<file path="src/rtl/i2c_target_datapath.sv">
// i2c_target_datapath: 7-bit I2C target byte engine with START/STOP detection, ACK/NACK and TX/RX shifting.
// Optional SCL stretching while waiting for TX data: define I2C_TARGET_CLOCK_STRETCH_EN.
module i2c_target_datapath (
  input  logic       i2c_core_clock_i,
  input  logic       reset_bit_n_i,
  input  logic       scl_i,
  input  logic       sda_i,
  input  logic [6:0] own_addr_i,
  input  logic [7:0] tx_data_i,
  input  logic       tx_valid_i,
  output logic       sda_o,
  output logic       scl_o,
  output logic [7:0] rx_data_o,
  output logic       rx_valid_o,
  output logic       tx_req_o,
  output logic       busy_o,
  output logic       rw_o,
  output logic       nack_o,
  output logic       stop_o
);
  typedef enum logic [2:0] {IDLE, ADDR, ADDR_ACK, RX_DATA, RX_ACK, TX_DATA, TX_ACK, WAIT_STOP} state_t;
  state_t state_q, state_d;
  logic [2:0] scl_q, sda_q;
  logic [3:0] cnt_q, cnt_d;
  logic [7:0] sh_q, sh_d, sh_in, rx_q, rx_d, load_byte;
  logic sda_q_o, sda_d, rw_q, rw_d, busy_q, busy_d, wait_q, wait_d;
  logic rxv_q, rxv_d, txr_q, txr_d, nack_q, nack_d, stop_q, stop_d;
  logic scl_rise, scl_fall, start_det, stop_det, load, load_ok;
  assign scl_rise  = scl_q[1] & ~scl_q[2];
  assign scl_fall  = ~scl_q[1] & scl_q[2];
  assign start_det = scl_q[1] & scl_q[2] & sda_q[2] & ~sda_q[1];
  assign stop_det  = scl_q[1] & scl_q[2] & ~sda_q[2] & sda_q[1];
  assign sh_in     = {sh_q[6:0], sda_q[1]};
`ifdef I2C_TARGET_CLOCK_STRETCH_EN
  logic scl_o_q;
  assign load_ok   = tx_valid_i;
  assign load_byte = tx_data_i;
  assign scl_o     = scl_o_q;
  // Release lags the load by one clock so the first data bit is settled first.
  always_ff @(posedge i2c_core_clock_i or negedge reset_bit_n_i)
    if (!reset_bit_n_i) scl_o_q <= 1'b1;
    else scl_o_q <= ~wait_q;
`else
  assign load_ok   = 1'b1;
  assign load_byte = tx_valid_i ? tx_data_i : 8'hFF;
  assign scl_o     = 1'b1;
`endif
  always_comb begin
    state_d = state_q;
    cnt_d   = cnt_q;
    sh_d    = sh_q;
    rx_d    = rx_q;
    sda_d   = sda_q_o;
    rw_d    = rw_q;
    busy_d  = busy_q;
    wait_d  = wait_q;
    rxv_d   = 1'b0;
    txr_d   = 1'b0;
    nack_d  = 1'b0;
    stop_d  = 1'b0;
    load    = 1'b0;
    if (stop_det) begin
      state_d = IDLE;
      sda_d   = 1'b1;
      busy_d  = 1'b0;
      stop_d  = 1'b1;
      wait_d  = 1'b0;
    end else if (start_det) begin
      state_d = ADDR;
      cnt_d   = 4'd0;
      busy_d  = 1'b1;
      sda_d   = 1'b1;
      wait_d  = 1'b0;
    end else begin
      case (state_q)
        ADDR: if (scl_rise) begin
          sh_d  = sh_in;
          cnt_d = cnt_q + 4'd1;
          if (cnt_q == 4'd7) begin
            state_d = (sh_in[7:1] == own_addr_i) ? ADDR_ACK : WAIT_STOP;
            rw_d    = (sh_in[7:1] == own_addr_i) ? sh_in[0] : rw_q;
          end
        end
        // First falling edge starts the ACK drive, the second ends it.
        ADDR_ACK, RX_ACK: if (scl_fall) begin
          sda_d = sda_q_o ? 1'b0 : 1'b1;
          cnt_d = 4'd0;
          if (!sda_q_o) begin
            state_d = RX_DATA;
            load    = (state_q == ADDR_ACK) && rw_q;
          end
        end
        RX_DATA: if (scl_rise) begin
          sh_d  = sh_in;
          cnt_d = cnt_q + 4'd1;
          if (cnt_q == 4'd7) begin
            rx_d    = sh_in;
            rxv_d   = 1'b1;
            state_d = RX_ACK;
          end
        end
        TX_DATA: if (wait_q) load = 1'b1;
          else if (scl_rise) cnt_d = cnt_q + 4'd1;
          else if (scl_fall) begin
            sda_d   = (cnt_q == 4'd8) ? 1'b1 : sh_q[6];
            sh_d    = {sh_q[6:0], 1'b0};
            state_d = (cnt_q == 4'd8) ? TX_ACK : TX_DATA;
          end
        TX_ACK: if (scl_rise && sda_q[1]) begin
          nack_d  = 1'b1;
          state_d = WAIT_STOP;
        end else if (scl_fall) load = 1'b1;
        default: ;
      endcase
      if (load) begin
        state_d = TX_DATA;
        wait_d  = ~load_ok;
        sda_d   = load_ok ? load_byte[7] : 1'b1;
        sh_d    = load_ok ? load_byte : sh_q;
        txr_d   = load_ok;
        cnt_d   = 4'd0;
      end
    end
  end
  always_ff @(posedge i2c_core_clock_i or negedge reset_bit_n_i)
    if (!reset_bit_n_i) begin
      state_q <= IDLE;
      scl_q   <= 3'b111;
      sda_q   <= 3'b111;
      cnt_q   <= 4'd0;
      sh_q    <= 8'd0;
      rx_q    <= 8'd0;
      sda_q_o <= 1'b1;
      rw_q    <= 1'b0;
      busy_q  <= 1'b0;
      wait_q  <= 1'b0;
      rxv_q   <= 1'b0;
      txr_q   <= 1'b0;
      nack_q  <= 1'b0;
      stop_q  <= 1'b0;
    end else begin
      state_q <= state_d;
      scl_q   <= {scl_q[1:0], scl_i};
      sda_q   <= {sda_q[1:0], sda_i};
      cnt_q   <= cnt_d;
      sh_q    <= sh_d;
      rx_q    <= rx_d;
      sda_q_o <= sda_d;
      rw_q    <= rw_d;
      busy_q  <= busy_d;
      wait_q  <= wait_d;
      rxv_q   <= rxv_d;
      txr_q   <= txr_d;
      nack_q  <= nack_d;
      stop_q  <= stop_d;
    end
  assign sda_o      = sda_q_o;
  assign rx_data_o  = rx_q;
  assign rx_valid_o = rxv_q;
  assign tx_req_o   = txr_q;
  assign busy_o     = busy_q;
  assign rw_o       = rw_q;
  assign nack_o     = nack_q;
  assign stop_o     = stop_q;
endmodule

</file>
<file path="config.mk">
export PLATFORM = sky130hd
export DESIGN_NAME = i2c_target_datapath
export DESIGN_NICKNAME = d
export VERILOG_FILES = /design/src/rtl/i2c_target_datapath.sv
export SDC_FILE = /design/constraint.sdc
export NUM_CORES = 1
export LEC_CHECK = 0
export CORE_UTILIZATION = 40
export DETAILED_ROUTE_END_ITERATION = 10
export PLACE_DENSITY_LB_ADDON = 0.12
export SYNTH_ARGS = -nofsm -noshare
export SYNTH_HDL_FRONTEND = slang
export SYNTH_SLANG_ARGS = --single-unit
</file>
<file path="constraint.sdc">
create_clock -name i2c_core_clock_i -period 3.9 [get_ports i2c_core_clock_i]
set_clock_uncertainty 0.2 [all_clocks]
set_input_delay 0.39 -clock i2c_core_clock_i [delete_from_list [all_inputs] [get_ports i2c_core_clock_i]]
set_output_delay 0.39 -clock i2c_core_clock_i [all_outputs]
set_load 0.01 [all_outputs]
</file>
---- After elaboration in Yosys (flattened, before gate mapping) ----
Index checks and enable logic that the tools add are counted.
word-level totals
  register bits after elaboration ......... 36
  bits of input ports ..................... 20
  output and inout bits ................... 16
  word-level logic and storage cells ...... 134
cells by class
  $add $sub $neg .......................... 1
  eq/ne operators ......................... 25
  multiplexer cells ....................... 65
  bitwise operators ....................... 13
  reductions and logical operators ........ 16
operators with widths
  cell                   number
  $ne A5 B5 Y1 const B   10
  $mux W3                14
  $mux W7                5
  $mux W1                34
  $mux W4                5
  $pmux W3 S5            1
  $pmux W7 S2            1
  $pmux W4 S3            1
  $reduce_and A11 Y1     1
  $reduce_and A5 Y1      2
  $reduce_bool A5 Y1     2
  $eq A3 B3 Y1 const B   3
  $ne A3 B3 Y1 const B   3
  $mux W8                1
  $ne A4 B4 Y1 const B   2
  $reduce_bool A8 Y1     1
  $and A1 B1 Y1          7
  $eq A7 B7 Y1           1
  $reduce_and A7 Y1      1
  $eq A3 B2 Y1 const B   2
  $not A1 Y1             6
  $reduce_and A6 Y1      1
  $reduce_bool A3 Y1     2
  $add A4 B1 Y4 const B  1
  11 further kinds       13

---- Logic depth before layout (Yosys ltp) ----
  depth after elaboration ................. 10
  depth in mapped cells ................... 7

---- Worst setup path before layout ----
Ideal clock, no wire load.
  path type ............................... register to register
  from .................................... register scl_q[2]
  to ...................................... register sh_q[0]
  library setup time ...................... 0.125 ns
  arrival ................................. 2.051 ns
  data required time ...................... 3.575 ns
  path slack .............................. 1.525 ns
  cell stages (with the launch flop) ...... 7
  buffers on the path ..................... 1
  period minus slack after synthesis ...... 2.375 ns
  cells stage by stage .................... dfstp_2 > nand2b_1 > buf_6 > a2111oi_4 > a21oi_2 > a311oi_4 > mux2_2
between the ends
  cells in the longest elaborated chain, start to end .. 9
  elaborated cells between the ends (all ways) .. 24
  classes of those cells .................. 4 x eq/ne; 7 x mux; 10 x bitwise; 3 x reduce/logical
RTL lines
  element                                                line  text
  from (decl)                                            23    logic [2:0] scl_q, sda_q;
  from (signal assigned)                                 143   scl_q <= {scl_q[1:0], scl_i};
  $not A1 Y1                                             29    assign scl_rise = scl_q[1] & ~scl_q[2];
  $and A1 B1 Y1                                          29
  $logic_and A1 B1 Y1                                    109   TX_ACK: if (scl_rise && sda_q[1]) begin
  $mux W1                                                109
  $pmux W1 S3                                            75    case (state_q)
  $mux W1                                                68    end else if (start_det) begin
  $mux W1                                                62    if (stop_det) begin
  $ne A3 B3 Y1 (no source line) (tied with other cells)  n/a
  $reduce_and A7 Y1 (no source line)                     n/a
  to (signal assigned)                                   131   sh_q <= 8'd0;
  to (signal assigned)                                   146   sh_q <= sh_d;
  to (decl)                                              25    logic [7:0] sh_q, sh_d, sh_in, rx_q, rx_d, load_byte;
Several ways; a longest one is shown, not always the timed one. The select of a mux whose other input is x is not followed.
A chain may end at the register's enable or synchronous reset.

---- Worst setup path in the final report ----
  from .................................... register scl_q[2]
  to ...................................... register sh_q[1]
Same word-level chain as after synthesis.

==> flow_summary.yaml <==
run_status:
  status: "complete, but fails checks"
  violations: "DRC"
critical_path:
  crit_path_start: "scl_q[2]"
  regToRegStartpoint: "scl_q[2]"
  reg2reg_slack_ns: 1.22
  cp_max_fo: 9
  reg2regPathDepth: 5
  setup.worst_path.end: "sh_q[1]"
  cp.arrival_ns: 2.65
  critPathLaunchType: "flip-flop"
  r2r_end: "sh_q[1]"
  required_ns: 3.87
  critical_path_class: "reg2reg"
  endpoint_kind: "flip-flop"
final_layout:
  final-seq-area_um2: 884.6
  fin_cells: 274
  finalNetCount: 243
  diodes: 0
  syn_to_final_growth_pct: 25.46
  multi_input_area_um2: 908.4
  layout-drive-gt1-share_pct: 17.57
  finalInstanceArea_um2: 2374
  nFillCells: 408
clock_tree:
  cts_made_buffers: 5
  cts_tree: "built"
  clk_latency_ns: 0.28
  h-tree-depth: 2
  clockBufferDepth: 2
  path_clk_slew_ns: 0.07
  root_buffer: "clkbuf_8"
  cts.sinks: 35
  postCtsSetupBuffers: 0
  cts_resized: 0
  postCtsHoldBufs: 0
sta:
  min_period_ns: 2.677
  setup_slack_ns: 1.223
  fmaxAchievable_ghz: 0.3735
  slew_viol_final: 0
  setup_viol: 0
  final.period_utilization_pct: 68.64
  worst_slew_pin_slew_ns: 0.8182
  max_slew_margin_pct: 45.16
  grt_setup_unrepaired: "no"
  fin_setup_tns_ns: 0
  finalHoldViolCount: 0
synth:
  synth_area_leader_cell: "dfrtp_1"
  yosys_register_bits: 35
  synthMuxAreaShare_pct: 9.524
  synth_compound_area_share_pct: 17.66
  synthDistinctLibCells: 46
  synth-async-reset-ratio_pct: 100.0
  synthSimpleGateAreaFrac_pct: 15.61
  synth-main-ff-cell: "dfrtp_1"
  ys_warn_count: 0
  synth_top_area_share_pct: 37.04
  ys_top_cells_by_count: "28 x dfrtp_1, 19 x nor2_1, 16 x mux2_2"
  synth_top_family_by_area: "compound AO/OA/AOI/OAI gates"
  synthCells: 185
  synth.most_common_cell: "dfrtp_1"
  yosysSeqAreaShare_pct: 46.76
  synth_area_um2: 1892
  synth_xor_area_share_pct: 3.704
  avgSynthCellArea_um2: 10.23
  synth.net_count: 207
  synth_fa_ha_area_share_pct: 1.323
  yosys-top-cells-area: "dfrtp_1 37%, dfstp_2 9.7%, mux2_2 9.5%"
  synth_edf_count: 0
placement:
  place_area_um2: 2273
  io_buffers: 34
  place_congestion: 0.8923
  dpl.cell_count: 266
  dp_slack_ns: 1.210
  dp_hpwl_um: 2988
pwr:
  p_seq_share_pct: 41.3
  clock_power_share_pct: 20.3
  p_per_area_nw_per_um2: 597.5
  p_int_mw: 0.8849
  p_leak_nw: 1.035
  swShare_pct: 37.61
  p_switching_mw: 0.5334
  comb_power_share_pct: 38.4
  peakVddDrop_uv: 262.5
die:
  coreArea_um2: 4444
  die-width_um: 70.77
  start_util_pct: 42.57
  die_h_um: 70.77
  row_count: 24
  die_area_um2: 5008
  pin_count: 36
drt:
  met1Wirelength_um: 2027
  wirelength_um: 4153
  routed-via-count: 1488
  ant_nets: 0
  first_pass_iters: 8
  wl_met3_um: 178
  wl_met2_um: 1893
  viasPerCell: 5.431
  first_iter_violations: 145
  top_layer_used: "met4"
  drc: 2
  wire_per_inst_um: 15.16
grt:
  antenna_found_initial: 0
  grt_pass1_wl_um: 6996
  first_global_vias: 1440
  grt_util_all_layers_pct: 17.95
  grt_overflow: 0
  grt_max_degree: 36
worst_hold_path:
  min_path_type: "reg2reg"
run:
  maxCapViolations: 0
==> sequential cells by signal, summed over array words and instances, names as in the netlist <==
name and cells:
sda_o 1, scl_q 3, nack_o 1, rx_valid_o 1, sh_q 7, tx_req_o 1, state_q 3, rw_o 1
busy_o 1, rx_data_o 8, sda_q 3, stop_o 1, cnt_q 4
==> cells in the final DEF, fill, tap and decap left out, types with 5 or more instances in the layout <==
master / netlist / routed
mux2_2: 16 / 16
a31oi_1: 7 / 7
nand2b_1: 5 / 5
dfrtp_1: 28 / 28
dfstp_2: 7 / 7
nor2_1: 19 / 19
clkdlybuf4s50_1: 0 / 34
a21oi_1: 6 / 6
inv_1: 14 / 14
clkbuf_8: 0 / 7
nor2b_1: 5 / 5
o21ai_0: 7 / 7
nand2_1: 9 / 9
==> metal layers <==
layer / up-vias / GRT usage, %
met5: - / 0
met4: 0 / 5.333
met2: 47 / 27.78
met1: 713 / 25.32
li1: 722 / -
met3: 6 / 3.989
==> through the flow <==
step	utilization (%)	power, mW	hold slack (ns)
after detailed placement	51.15	1.135	0.1472
after CTS	53.41	1.426	0.1575
after global placement	51.15	1.127	0.1472
final	53.41	1.418	0.1554
after global routing	53.41	1.522	0.1633
after floorplan	-	0.9848	-0.1056
==> how the worst min path moves through the flow <==
| stage | start | to | slack, ns | depth (start not counted) |
|---|---|---|---|---|
| final | scl_q[0] | scl_q[1] | 0.16 | 0 |
| after CTS | scl_q[0] | scl_q[1] | 0.16 | 0 |
| after global placement | sda_q[0] | sda_q[1] | 0.15 | 0 |
| after floorplan | reset_bit_n_i | busy_o | -0.11 | 0 |
| after detailed placement | scl_q[0] | scl_q[1] | 0.15 | 0 |
| after global routing | scl_q[0] | scl_q[1] | 0.16 | 0 |
==> layout make-up <==
type / count / share of cell area (%)
tap: 52 / 2.741
timing repair buffer: 37 / 15.29
clock buffer: 8 / 4.217
sequential: 35 / 37.27
multi-input combinational: 128 / 38.27
inverter: 14 / 2.214
==> power by group through the flow <==
stage / logic (mW) / clock network [mW] / registers [mW]
2_1_floorplan: 0.469 / 0 / 0.516
3_3_place_gp: 0.539 / 0 / 0.589
3_5_place_dp: 0.545 / 0 / 0.590
4_1_cts: 0.547 / 0.296 / 0.583
5_1_grt: 0.609 / 0.311 / 0.602
6_report: 0.545 / 0.287 / 0.586
==> critical path, cell delays in order (launching register included) <==
cell and delay, ns:
dfstp_2 0.55, nand2b_1 0.25, a2111oi_4 0.66, a21oi_2 0.09, a311oi_4 0.42, mux2_2 0.39
==> cells by family after synthesis <==
group                      Yosys count
AOI/OAI and AO/OA                   43
DFF                                 35
adders and majority gates            2
and+or+nand+nor                     58
xor gates and xnor gates             8
buffers and inverters               22
muxes                               16
other                                1
Power figures use the tool's default switching activity.
